### src/rtl/notas_prog_pkg.sv
// notas_prog_pkg: shared widths, 12 MHz note divisors and address-width helper
package notas_prog_pkg;
    localparam int DW_DEF = 16;
    typedef enum logic [DW_DEF-1:0] {
        DO  = 16'd45872,
        RE  = 16'd40858,
        MI  = 16'd36408,
        FA  = 16'd34364,
        SOL = 16'd30612,
        LA  = 16'd27273,
        SI  = 16'd24296,
        DO2 = 16'd22936
    } note_t;
    function automatic int addr_w(input int n);
        return (n <= 2) ? 1 : $clog2(n);
    endfunction
endpackage

### src/rtl/notas_prog_tone_div.sv
// tone_div: one programmable square-wave channel (divisor, counter, registered output)
module tone_div
    import notas_prog_pkg::*;
#(
    parameter int DW      = DW_DEF,
    parameter int DIV_RST = 4
) (
    input  logic          clk,
    input  logic          rst,
    input  logic          ld,
    input  logic [DW-1:0] ld_val,
    input  logic          en,
    output logic          out,
    output logic          nxt
);
    logic [DW-1:0] div;
    logic [DW-1:0] cnt;
    logic          mute;
    always_comb begin
        mute = !en || (div < DW'(2));
        nxt  = (ld || mute) ? 1'b0 : (cnt >= (div >> 1));
    end
    always_ff @(posedge clk) begin
        if (rst) begin
            div <= DW'(DIV_RST);
            cnt <= '0;
            out <= 1'b0;
        end else begin
            if (ld)
                div <= ld_val;
            cnt <= (ld || mute || cnt == div - DW'(1)) ? '0 : cnt + DW'(1);
            out <= nxt;
        end
    end
endmodule

### src/rtl/notas_prog.sv
// notas_prog: NCH programmable note channels with write-port decode and a selectable mix output
module notas_prog
    import notas_prog_pkg::*;
#(
    parameter int NCH     = 8,
    parameter int DW      = DW_DEF,
    parameter int DIV_RST = 4,
    parameter int AW      = addr_w(NCH)
) (
    input  logic           clk,
    input  logic           rst,
    input  logic           wr_en,
    input  logic [AW-1:0]  wr_addr,
    input  logic [DW-1:0]  wr_data,
    input  logic [NCH-1:0] en,
    input  logic [AW-1:0]  sel,
    output logic [NCH-1:0] ch,
    output logic           mix
);
    logic [NCH-1:0] nxt;
    for (genvar i = 0; i < NCH; i++) begin : g_ch
        tone_div #(.DW(DW), .DIV_RST(DIV_RST)) u_ch (
            .clk    (clk),
            .rst    (rst),
            .ld     (wr_en && wr_addr == AW'(i)),
            .ld_val (wr_data),
            .en     (en[i]),
            .out    (ch[i]),
            .nxt    (nxt[i])
        );
    end
    // mix takes the channel's next value so it lines up with ch[sel] in the same cycle
    always_ff @(posedge clk) begin
        if (rst)
            mix <= 1'b0;
        else
            mix <= (int'(sel) < NCH) ? nxt[sel] : 1'b0;
    end
endmodule
### config.mk
export PLATFORM = sky130hd
export DESIGN_NAME = notas_prog
export DESIGN_NICKNAME = d
export VERILOG_FILES = /design/src/rtl/notas_prog_pkg.sv /design/src/rtl/notas_prog_tone_div.sv /design/src/rtl/notas_prog.sv
export SDC_FILE = /design/constraint.sdc
export NUM_CORES = 1
export LEC_CHECK = 0
export ABC_AREA = 1
export BUFFER_PORTS_ARGS = -buffer_cell sky130_fd_sc_hd__clkbuf_2
export CAP_MARGIN = 10
export CELL_PAD_IN_SITES_DETAIL_PLACEMENT = 1
export CELL_PAD_IN_SITES_GLOBAL_PLACEMENT = 1
export CORE_ASPECT_RATIO = 0.6
export CORE_MARGIN = 8
export CORE_UTILIZATION = 50
export DETAILED_ROUTE_END_ITERATION = 8
export MAX_ROUTING_LAYER = met4
export PLACE_DENSITY_LB_ADDON = 0.1
export SLEW_MARGIN = 20
export SYNTH_ARGS = -nofsm -noshare
export SYNTH_HDL_FRONTEND = slang
export SYNTH_SLANG_ARGS = --single-unit
### constraint.sdc
create_clock -name clk -period 3.2 [get_ports clk]
set_input_delay 0.48 -clock clk [delete_from_list [all_inputs] [get_ports clk]]
set_output_delay 0.48 -clock clk [all_outputs]
set_load 0.01 [all_outputs]
**Yosys cells after proc, flatten, opt, wreduce, memory -nomap -nowiden**

Index checks and enable logic that the tools add are counted.

- Register bits: 265
- Input bits: 33
- Output and inout bits: 9

- $add $sub $neg: 16
- Order comparisons: 17
- Equal/unequal tests: 15
- Multiplexer cells: 10
- Reductions and logical operators: 49

Operator list:

| cell | count |
|---|---|
| 16-bit by 1-bit adder with 16-bit output, second input constant | 8 |
| 16-bit == test | 8 |
| 16-bit by 15-bit greater-or-equal comparator with 1-bit output | 8 |
| 16-bit by 2-bit < comparator with 1-bit output, second input constant | 8 |
| 16-bit by 1-bit subtractor with 16-bit output, second input constant | 8 |
| 1-bit logical OR | 24 |
| 2-bit OR reduction | 8 |
| 3-bit == test, second input constant | 4 |
| 1-bit two-way mux | 9 |
| 1-bit logical AND | 8 |
| 1-bit logical NOT | 8 |
| 3-bit by 2-bit == test with 1-bit output, second input constant | 2 |
| 3-bit by 4-bit < comparator with 1-bit output, second input constant | 1 |
| 1-bit binary-select mux with 3-bit select | 1 |
| 3-bit by 1-bit == test with 1-bit output, second input constant | 1 |
| 3-bit logical NOT | 1 |

**Depth between registers and ports, before layout**

- Depth after elaboration: 6
- Gate-level depth with buffers: 17
- Gate-level depth less buffers: 17

**By module**

Synthesis repeated with hierarchy kept, for this count alone.

- Cell total of the unflattened synthesis: 2,702
- Area total of the unflattened synthesis: 18,372.6 um^2

Modules (own cells, without submodules):

| module | times used | cells each | area each (um^2) |
|---|---|---|---|
| tone_div | 8 | 332 | 2,272.2 |
| notas_prog | 1 | 46 | 195.2 |

**Worst setup path after synthesis**

OpenSTA, ideal clock, no wires.

- Path kind: reg2reg
- Start: register g_ch[5].u_ch.div[0]
- End: register g_ch[5].u_ch.cnt[7]
- Arrival time: 1,719 ps
- Data required time: 3,084 ps
- Path slack: 1,365 ps
- Cell stages (with the launch flop): 14
- Path buffers: 1
- Clock period less this slack: 1,835 ps
- Path through: dfxtp_1 inv_1 ha_1 xor2_1 nand2_1 nor2_1 nand2_1 nor2_1 nand3_1 nor2_1 nand3_1 o21ai_4 buf_6 nor2_1

- Cells in the longest elaborated chain, start to end: 5
- Elaborated cells between the ends (all ways): 7
- Classes of those cells: add/sub (1); order compare (1); eq/ne (1); reduce/logical (4)

RTL lines:

| what | line | source |
|---|---|---|
| start: declaration | notas_prog_tone_div.sv:16 | `logic [DW-1:0] div;` |
| start signal: assignment | notas_prog_tone_div.sv:25 | `div <= DW'(DIV_RST);` |
| start signal: assignment | notas_prog_tone_div.sv:30 | `div <= ld_val;` |
| parallel branches: the longest is 3 deep, another holds 16-bit by 1-bit subtractor with 16-bit output | -- |  |
| 1-bit logical OR * | notas_prog_tone_div.sv:31 | `cnt <= (ld \|\| mute \|\| cnt == div - DW'(1)) ? '0 : cnt + DW'(1);` |
| 2-bit OR reduction (no line) * | -- |  |
| end signal: assignment | notas_prog_tone_div.sv:31 |  |
| end: declaration | notas_prog_tone_div.sv:17 | `logic [DW-1:0] cnt;` |

Every way passes the cells marked *.
A chain may end at the register's enable or synchronous reset.

**Final worst setup path**

- Start: register g_ch[2].u_ch.div[0]
- End: register g_ch[2].u_ch.cnt[0]

- Cells in the longest elaborated chain, start to end: 5
- Elaborated cells between the ends (all ways): 7
- Classes of those cells: add/sub (1); order compare (1); eq/ne (1); reduce/logical (4)

RTL lines:

| what | line |
|---|---|
| start: declaration | notas_prog_tone_div.sv:16 |
| start signal: assignment | notas_prog_tone_div.sv:25 |
| start signal: assignment | notas_prog_tone_div.sv:30 |
| parallel branches: the longest is 3 deep, another holds 16-bit by 1-bit subtractor with 16-bit output | -- |
| 1-bit logical OR * | notas_prog_tone_div.sv:31 |
| 2-bit OR reduction (no line) * | -- |
| end signal: assignment | notas_prog_tone_div.sv:31 |
| end: declaration | notas_prog_tone_div.sv:17 |

Marked as above.

==> qor.csv <==
metric,value,unit
cts_max_level,1,
report.final.slew_viol_count,0,
final_cell_mix,"nand2_1 (467), nor2_1 (380), inv_1 (342), dfxtp_1 (265), a21oi_1 (187)",
grt_overflow,0,
reg2reg_depth,11,
final_common_cell,nand2_1,
crit_slowest_cell,dfxtp_1,
fin_nets,2758,
tns,0,ns
crit_buf_inv,1,
drc_errors,0,
first_global_vias,16950,
max_slew.worst_pin.slew,0.8821,ns
synth-edff-count,0,
fin_crit,2.325,ns
dr.pass1.iters,5,
critical_path.top_delay_family,simple AND/OR/NAND/NOR gates,
cp_max_fo,16,
crit_type,register to register,
cts_tree,built,
fin_area,19250,sq um
min_from,sel[2],
ys_seq_area_share,30.07,%
finalSetupViolCount,0,
drt_iter0_drc,1476,
grt_setup_unrepaired,no,
cts_num_sinks,265,
outcome,"complete, no violations",
drive_gt1_share,5.972,%
vias,17110,
fmax,430.2,MHz
regToRegSetupSlack,0.88,ns
synthCells,2565,
fillers,4690,
portBuffers,41,
vdd_drop_max,0.3992,mV
fp.dieW,258.5,um
swShare,28.34,%
cts_hold_buf,0,
grt_max_degree,45,
timing.rr.start,g_ch[2].u_ch.div[0],
gp_congestion,0.9587,
p_sw,2.350,mW
coreArea,34880,sq um
register_area,5305,sq um
layout_setup_ws,0.8753,ns
drt_wl_total,59730,um
crit_required,3.65,ns
start_util,50.58,%
syn_avg_cell_area,6.879,sq um
dp_slack,0.8397,ns
syn_nets,2734,
cap_violations,0,
wire_per_inst,19.40,um
clk_pin_slew_worst_paths,0.06,ns
ant_nets,0,
cp.arrival,2.77,ns
fin_skew,0.01651,ns
clock_latency,0.58,ns
grt_pass1_wl,94610,um
yosysWarnings,0,
p_int,5.940,mW
cts_resized,0,
power_frac_comb,12.5,%
crit_path_max_incr_delay,0.31,ns
max-slew-margin-rel,41.13,%
via_per_inst,5.558,
placed_cell_area,18200,sq um
power.density,430.5,nW/um^2
synthFlopType,dfxtp_1,
track_usage,28.67,%
ys_async_sr_fraction,0,%
synthToLayoutAreaGrowth,9.126,%
pin_count,42,
syn_area,17640,sq um
r2r_end,g_ch[2].u_ch.cnt[0],
clockBufferDepth,3,
min_to,mix,
hold_depth,4,
cts_setup_buffers,0,
crit_chain,inv_1 > ha_1 > nand3_1 > nor2_2 > nand2_1 > xor2_1 > nand3_1 > nor2_1 > nand3_1 > nand3_2 > nor2_1,
cts_root_buf,clkbuf_16,
numCtsBuffers,29,
antenna_found_initial,1,
whs,0.2116,ns
rows,53,
total_leakage_power,8.613,nW
hold_path.class,input pin to register,
path_common_cell,nand3_1,
dieArea,41750,sq um
p_seq_share,41.7,%
min_period_over_period,72.65,%
cp-start-kind,register,
dp_hpwl,45710,um
diodes,0,
multi_input_area,10740,sq um
end_kind,register,
die_h,161.5,um
final_hold_viol_count,0,
clockPowerShare,45.8,%
synth_cell_types,41,
synth-seq-cells,265,
==> worst register-to-register path: stages, from the launching register on <==
cell and delay, ns:
dfxtp_1 0.31, inv_1 0.16, ha_1 0.25, nand3_1 0.13, nor2_2 0.27, nand2_1 0.12
xor2_1 0.17, nand3_1 0.10, nor2_1 0.16, nand3_1 0.12, nand3_2 0.30, nor2_1 0.10
==> synthesized netlist by cell type (2+ instances only) <==
library cell  instances  area [sq um]
a21o_1                4         30.03
a21oi_1             187         935.9
and2_1                8         50.05
and3_1                3         18.77
buf_4                 8         60.06
buf_6                 8         90.09
clkbuf_1             41         153.9
dfxtp_1             265          5305
ha_1                136          1702
inv_1               343          1287
inv_2                 3         11.26
nand2_1             467          1753
nand2_2               4         25.02
nand2_4               2         22.52
nand3_1             171         855.8
nand3_2               5         50.05
nand3b_1              7         52.55
nand4_1              37         231.5
nor2_1              380          1426
nor2_2               12         75.07
nor2_4                3         33.78
nor3_1               23         115.1
nor3_2               13         130.1
nor3b_2               2         25.02
nor4_1               10         62.56
o211ai_1              7         52.55
o21ai_0             157         785.8
o21ai_1               2         10.01
o21bai_1              6         45.04
or2_2                 5         31.28
xnor2_1              65         569.3
xnor3_1               4         90.09
xor2_1              169          1480
==> kinds of logic (layout without fill, tap and decap cells) <==
family / count (synthesis) / count (layout) / share of synthesized area (%)
simple gates: 1156 / 1156 / 28.32
buf+inv: 403 / 450 / 9.084
compound gates: 367 / 367 / 10.76
flops: 265 / 265 / 30.07
xor+xnor: 238 / 238 / 12.13
fa+ha+maj: 136 / 136 / 9.644
==> flip-flops by register name, summed over array words and instances, names as in the netlist <==
name,count
mix,1
g_ch.u_ch.out,8
g_ch.u_ch.div,128
g_ch.u_ch.cnt,128
==> routing by layer <==
layer,global-route usage [%],share of wire [%],vias to the layer above
li1,-,-,8263
met1,42.42,49,8250
met2,41.12,41,509
met3,3.210,7.0,91
met4,6.755,2.6,0
met5,-,0,-
==> how the worst max path moves through the flow <==
stage / start / cells after the start / endpoint / slack [ns]
5_1_grt: g_ch[2].u_ch.div[0] / 11 / g_ch[2].u_ch.cnt[0] / 0.68
6_report: g_ch[2].u_ch.div[0] / 11 / g_ch[2].u_ch.cnt[0] / 0.88
3_5_place_dp: wr_en / 8 / g_ch[1].u_ch.div[0] / 0.84
2_1_floorplan: g_ch[5].u_ch.div[0] / 13 / g_ch[5].u_ch.cnt[7] / 1.37
4_1_cts: g_ch[2].u_ch.div[0] / 11 / g_ch[2].u_ch.cnt[0] / 0.92
3_3_place_gp: wr_addr[0] / 8 / g_ch[1].u_ch.div[1] / 0.91
==> metrics by stage <==
stage          total power [mW]  std cells  utilization (%)
2_1_floorplan             4.197       2565                -
3_3_place_gp              4.476       3025            52.17
3_5_place_dp              4.530       3025            52.17
4_1_cts                   8.306       3079            55.20
5_1_grt                   8.594       3079            55.20
6_report                  8.290       3079            55.20
==> layout make-up <==
type	instances	area share (%)
repair buffers	50	1.417
flip-flops and latches	265	27.55
clock buffers	35	4.094
clock inverters	19	1.397
well taps	467	3.035
inverters	346	6.745
multi-input cells	1897	55.76
==> power groups by stage <==
stage          clock network [mW]  registers (mW)  logic, mW
2_1_floorplan                   0            3.50      0.699
3_3_place_gp                    0            3.52      0.955
3_5_place_dp                    0            3.53       1.00
4_1_cts                      3.84            3.45       1.02
5_1_grt                      3.98            3.46       1.15
6_report                     3.80            3.46       1.03
Note: power is estimated with default switching activity, not from simulation.
